[src/rtl/regbench_param.sv]
// regbench_param: 2**ADDR_W x DATA_W register file, 3 read ports, bulk clear.
// Define REGBENCH_BYPASS_EN to forward same-cycle writes onto data1/data2.
module regbench_param #(
    parameter int DATA_W = 32,
    parameter int ADDR_W = 5
) (
    input  logic              clock,
    input  logic              reset,
    input  logic [ADDR_W-1:0] readAddy1,
    input  logic [ADDR_W-1:0] readAddy2,
    input  logic [ADDR_W-1:0] writeAddy,
    input  logic [DATA_W-1:0] writeData,
    input  logic              cu_writeReg,
    input  logic              clearReq,
    output logic [DATA_W-1:0] data1,
    output logic [DATA_W-1:0] data2,
    output logic [DATA_W-1:0] data3,
    output logic              busy,
    output logic              clearDone
);

    localparam int NREG = 2 ** ADDR_W;
    localparam logic [ADDR_W-1:0] LAST_IDX = {ADDR_W{1'b1}};
    localparam logic [ADDR_W-1:0] ONE_IDX  = ADDR_W'(1);

    typedef enum logic {
        S_IDLE,
        S_CLEAR
    } state_t;

    state_t            r_state;
    state_t            w_state_nxt;
    logic [ADDR_W-1:0] r_idx;
    logic [ADDR_W-1:0] w_idx_nxt;
    logic              r_done;
    logic              w_done_nxt;
    logic              w_wr_en;
    logic              w_clr_en;
    logic [DATA_W-1:0] r_mem [NREG];
    logic [DATA_W-1:0] w_rd1;
    logic [DATA_W-1:0] w_rd2;
    logic [DATA_W-1:0] w_rd3;

    always_ff @(posedge clock or posedge reset) begin
        if (reset) begin
            r_state <= S_IDLE;
            r_idx   <= '0;
            r_done  <= 1'b0;
        end else begin
            r_state <= w_state_nxt;
            r_idx   <= w_idx_nxt;
            r_done  <= w_done_nxt;
        end
    end

    always_comb begin
        w_state_nxt = r_state;
        w_idx_nxt   = r_idx;
        w_done_nxt  = 1'b0;
        w_wr_en     = 1'b0;
        w_clr_en    = 1'b0;
        unique case (r_state)
            S_IDLE: begin
                w_wr_en = cu_writeReg && (writeAddy != '0);
                if (clearReq) begin
                    w_state_nxt = S_CLEAR;
                    w_idx_nxt   = ONE_IDX;
                end
            end
            S_CLEAR: begin
                w_clr_en = 1'b1;
                // Hold the index on the final entry so it never wraps to 0.
                if (r_idx == LAST_IDX) begin
                    w_state_nxt = S_IDLE;
                    w_done_nxt  = 1'b1;
                end else begin
                    w_idx_nxt = r_idx + ONE_IDX;
                end
            end
        endcase
    end

    always_ff @(posedge clock or posedge reset) begin
        if (reset) begin
            for (int i = 0; i < NREG; i++) begin
                r_mem[i] <= '0;
            end
        end else if (w_wr_en) begin
            r_mem[writeAddy] <= writeData;
        end else if (w_clr_en) begin
            r_mem[r_idx] <= '0;
        end
    end

    always_comb begin
        w_rd1 = (readAddy1 == '0) ? '0 : r_mem[readAddy1];
        w_rd2 = (readAddy2 == '0) ? '0 : r_mem[readAddy2];
        w_rd3 = (writeAddy == '0) ? '0 : r_mem[writeAddy];
`ifdef REGBENCH_BYPASS_EN
        // w_wr_en already excludes address 0 and the CLEAR state.
        if (w_wr_en && (writeAddy == readAddy1)) begin
            w_rd1 = writeData;
        end
        if (w_wr_en && (writeAddy == readAddy2)) begin
            w_rd2 = writeData;
        end
`endif
    end

    assign data1     = w_rd1;
    assign data2     = w_rd2;
    assign data3     = w_rd3;
    assign busy      = (r_state == S_CLEAR);
    assign clearDone = r_done;

endmodule
[config.mk]
export PLATFORM = sky130hd
export DESIGN_NAME = regbench_param
export DESIGN_NICKNAME = d
export VERILOG_FILES = /design/src/rtl/regbench_param.sv
export SDC_FILE = /design/constraint.sdc
export NUM_CORES = 2
export LEC_CHECK = 0
export CAP_MARGIN = 5
export CORE_MARGIN = 5
export CORE_UTILIZATION = 30
export CTS_CLUSTER_SIZE = 10
export DETAILED_ROUTE_END_ITERATION = 8
export PLACE_DENSITY = 0.42
export SYNTH_ARGS = -nofsm -noshare
export SYNTH_HDL_FRONTEND = slang
export SYNTH_SLANG_ARGS = --single-unit
[constraint.sdc]
create_clock -name clock -period 50.1 [get_ports clock]
set_input_delay 10.02 -clock clock [delete_from_list [all_inputs] [get_ports clock]]
set_output_delay 10.02 -clock clock [all_outputs]
set_load 0.02 [all_outputs]
[Yosys cells after proc, flatten, opt, wreduce, memory -nomap -nowiden]
Index checks and enable logic that the tools add are counted.
W data, S select, Z words.
Word-level totals
  output and inout bits: 98
  word-level logic and storage cells: 90
  input port bits: 51
  bits in registers: 1031
Cells by class
  order comparisons: 6
  multiplexer cells: 29
  eq/ne operators: 3
  bitwise operators: 7
  add/subtract/negate cells: 1
  reduce and logical (&&, ||, !) cells: 9
Operator list (count)
  $mux W1024: 2
  $and A1024 B1024 Y1024: 1
  $bwmux W1024: 1
  $not A1024 Y1024: 1
  $bmux W32 S5: 3
  $mux W32: 11
  $demux W32 S5: 2
  $ge A6 B6 Y1 const B: 4
  $not A5 Y6: 4
  $logic_not A5 Y1: 3
  $lt A6 B1 Y1 const B: 2
  $mux W5: 2
  $pmux W5 S2: 1
  $mux W1: 6
  $add A5 B1 Y5 const B: 1
  $eq A5 B5 Y1 const B: 1
  $reduce_bool A5 Y1: 1
  $ne A2 B2 Y1 const B: 2
  $logic_and A1 B1 Y1: 3
  $pmux W1 S2: 1
  $reduce_and A2 Y1: 1
  $reduce_bool A2 Y1: 1
  $not A1 Y1: 1

[Depth between registers and ports, before layout]
  word-level depth: 9
  depth in mapped cells: 8
  mapped depth without buffers: 7

[Worst setup path after synthesis]
No wires, ideal clock.
  kind: input to output
  from: input port readAddy2[1]
  to: output port data2[3]
  arrival: 11719 ps
  path slack: 28361 ps
  stages on the path: 7
  buffers on the path: 3
  cell sequence: buf_2 buf_4 nor2b_1 clkbuf_1 a221oi_1 o21ai_0 a311oi_1
On the way
  word-level cells in the longest chain between the ends: 5
  elaborated cells on any way between the ends: 6
RTL lines
  start, declared: line 10  | input logic [ADDR_W-1:0] readAddy2,
  $not A5 Y6 (not written as such): line 97  | w_rd2 = (readAddy2 == '0) ? '0 : r_mem[readAddy2];
  $bmux W32 S5: line 97
  $mux W32 (not written as such) (2 in series): line 97
  $mux W32 *: line 97
  end, declared: line 16  | output logic [DATA_W-1:0] data2,
Every way passes the cells marked *; elsewhere a longest branch is shown, timed or not. The select of a mux whose other input is x is not followed.

[Final worst setup path]
  from: input port writeAddy[0]
  to: output port data3[16]
On the way
  word-level cells in the longest chain between the ends: 5
  elaborated cells on any way between the ends: 6
RTL lines
  start, declared: line 11  | input logic [ADDR_W-1:0] writeAddy,
  $not A5 Y6 (not written as such): line 98  | w_rd3 = (writeAddy == '0) ? '0 : r_mem[writeAddy];
  $bmux W32 S5: line 98
  $mux W32 (not written as such) (2 in series): line 98
  $mux W32 *: line 98
  end, declared: line 17  | output logic [DATA_W-1:0] data3,
Marked as above.

==> impl_results.md <==
- Unrepaired setup endpoints after global routing: no
- Reg2Reg Setup Slack: 46.34 ns
- Post-CTS resize count: 0
- CTS tree: done
- Clk root buf: clkbuf_16
- Share of layout cells above drive strength 1: 0.278
- Top cells by count, synth: 1031 x dfrtp_1, 832 x a22o_1, 704 x mux4_2
- Final slew viol count: 0
- Worst slack at placement: 25.09 ns
- Starting density of the core: 0.301
- Reg-to-Reg End: r_mem[54]$_DFFE_PP0P_
- Initial antenna violation count: 26
- Largest net degree at the start of global routing: 127
- GP Congestion: 0.838
- Share of Yosys cell area claimed by the top area cell type: 0.421
- GRT Util Overall: 0.292
- FF+latch count, synth: 1031
- Clock slew at reported path FFs: 0.06 ns
- Final hold violations: 0
- Die area: 213000 sq um
- Post-synth EDFFs: 0
- Die Ht: 462 um
- Async SR Flop Fraction: 1.00
- Syn Nets: 4660
- Hold_sp: r_mem[995]$_DFFE_PP0P_
- Area after DPL: 65600 sq um
- Cells after DPL: 7014
- Tightest Pin Transition: 1.32 ns
- Leakage: 28.4 nW
- Post-DP HPWL: 171000 um
- Hold path depth: 1
- Largest family of logic cells by synthesized area: multiplexers
- Synth-to-Final Area Change: 14.0%
- Port Buffers: 148
- Vias: 50451
- Synthesized area per cell: 13.3 sq um
- Synthesized area: 61300 sq um
- Yosys Warn Count: 0
- CTS Hold Bufs: 0
- R2R Path Start: busy$_DFF_PP0_
- Clk_lat worst skew: 0.80 ns
- Register area share after synthesis: 0.421
- Final Util: 0.343
- Arrival time of the worst setup path: 14.97 ns
- Main synth FF type: dfrtp_1
- Final setup fails: 0
- DR iter-0 viols: 7661
- Most common cell in the netlist: dfrtp_1
- Final wirelength: 317000 um
- Synth top area cells: dfrtp_1 42%, mux4_2 26%, a22o_1 12%
- Max transition margin: 0.117
- Final instance area: 69900 sq um
- Post-synthesis simple-gate area fraction: 0.0406
- FF-to-FF path depth: 8
- Fin Setup TNS: 0 ns
- Min Clock Period, post-route: 24.99 ns
- Non-Filler Instances: 7256
- Cell taking the most area after synthesis: dfrtp_1
- Area fraction in compound gates after synthesis: 0.199
- XOR/XNOR Fraction of Synth Area: 0.000429
- CP max FO: 60
- Crit path capture type: output port
- Mux share of post-synthesis cell area: 0.292
- DRC Markers: 0
- Drt wl/cell: 43.7 um
- Post-Synth Adder-Cell Area: 0.00102
- Maxcap violations: 0
- Global-route wire length before repair: 435000 um
- Status: completed
- # rows: 166
- Clock skew: 0.0288 ns
- CTS HTree Levels: 4
- Max IR drop VDD: 0.0333 mV
- Post-CTS Setup Bufs: 0
- Worst Path Required: 40.08 ns
- Total CTS buffers: 133
- Core footprint: 204000 sq um
- Die Width: 462 um
- Post-DRT Antenna Nets: 0
- Critical path type: input pin to output port
- Clk buf depth: 3
- End of the worst hold path: r_mem[995]$_DFFE_PP0P_
- Fin crit share: 0.499
- Layout Nets: 4517
- Tightest Hold Check Type: register to register
- IO Count: 149
- First-pass DRT Iterations: 6
- TritonCTS Sinks: 1031
- Post-Syn Instances: 4604
- FMAX: 40.0 MHz
- Vias in the first global route: 49473
- Final worst slack: 25.11 ns
- Post-DR vias/cell: 6.95
- Distinct cells, synth: 51
- Pwr/cell area: 36.8 nW/um^2
- Total congestion overflow: 0
- CP startpoint kind: input pin
critical path: stages:
cell	delay (ns)
buf_8	0.49
buf_4	0.78
buf_4	0.75
buf_4	0.61
mux4_2	0.59
a22o_1	0.26
a221oi_2	0.24
a31oi_1	0.29
clkdlybuf4s50_1	0.63
flip-flops by register name, indices dropped and copies added, names as in the netlist:
name       cells
r_idx          5
clearDone      1
r_mem       1024
busy           1
metal layers:
metal / part of all wire / GRT usage
met3: 0.11 / 0.0830
met5: 0.00038 / 0
met1: 0.41 / 0.409
met4: 0.055 / 0.141
met2: 0.42 / 0.415
report_power, final:
group	total [mW]	switching, mW	internal [mW]
clock network	0.970	0.405	0.566
logic	0.590	0.367	0.223
registers	1.02	0.0993	0.916
stage by stage:
stage	hold WS (ns)	total power [mW]
2_1_floorplan	0.484	1.33
3_3_place_gp	0.513	1.60
3_5_place_dp	0.516	1.60
4_1_cts	0.531	2.57
5_1_grt	0.543	2.65
6_report	0.534	2.58
layout by cell type (no fill, tap or decap), types with 4 or more instances in the layout:
cell type,netlist,routed
inv_1,38,35
nor3b_4,0,4
a221oi_2,26,26
and2_1,38,36
nor2b_4,0,4
nor2_4,0,29
clkdlybuf4s50_1,0,136
a31oi_4,0,6
ha_1,5,5
a211oi_1,64,64
nor2_1,26,4
nand3_4,0,6
nand2_1,112,106
a22o_1,832,832
dfrtp_1,1031,1031
nor2b_1,73,69
a31oi_1,38,32
nand2b_1,7,5
buf_4,36,182
mux4_2,704,704
inv_6,0,5
buf_12,0,4
clkbuf_8,0,26
o21ai_1,8,8
a221oi_1,53,53
a311oi_1,64,64
and3_1,6,5
clkinv_2,0,4
diode_2,0,14
buf_8,0,6
nand3_1,167,161
a21oi_4,0,15
a22oi_1,128,128
mux2_2,66,66
o2111ai_1,17,17
clkbuf_16,0,140
mux2i_1,129,129
clkbuf_1,321,47
o21ai_0,298,298
how the worst max path moves through the flow:
stage                      start             end  slack (ns)  cells past startpoint
global placement    writeAddy[0]       data3[21]       25.08                      9
finish              writeAddy[0]       data3[16]       25.11                      9
floorplan                  reset  busy$_DFF_PP0_       11.07                      1
detailed placement  writeAddy[0]       data3[16]       25.09                      9
global route        writeAddy[0]       data3[16]       24.73                      9
CTS                 writeAddy[0]       data3[16]       25.08                      9
cell families after synthesis:
logic type,count (synthesis)
AO/OA/AOI/OAI,1550
AND/OR/NAND/NOR,470
XOR/XNOR,3
adder cells (fa/ha/maj),5
multiplexers,899
flip-flops,1031
buffers and inverters,646
layout make-up:
type / count / area (sq um)
Clock buffer: 213 / 4040
Tap cell: 2688 / 3360
Antenna cell: 14 / 35.0
Timing Repair Buffer: 330 / 2920
Multi-Input combinational cell: 2927 / 33400
Clock inverter: 15 / 210
Inverter: 38 / 155
Fill cell: 19850 / 134000
Sequential cell: 1031 / 25800
(Power assumes the default switching activity.)
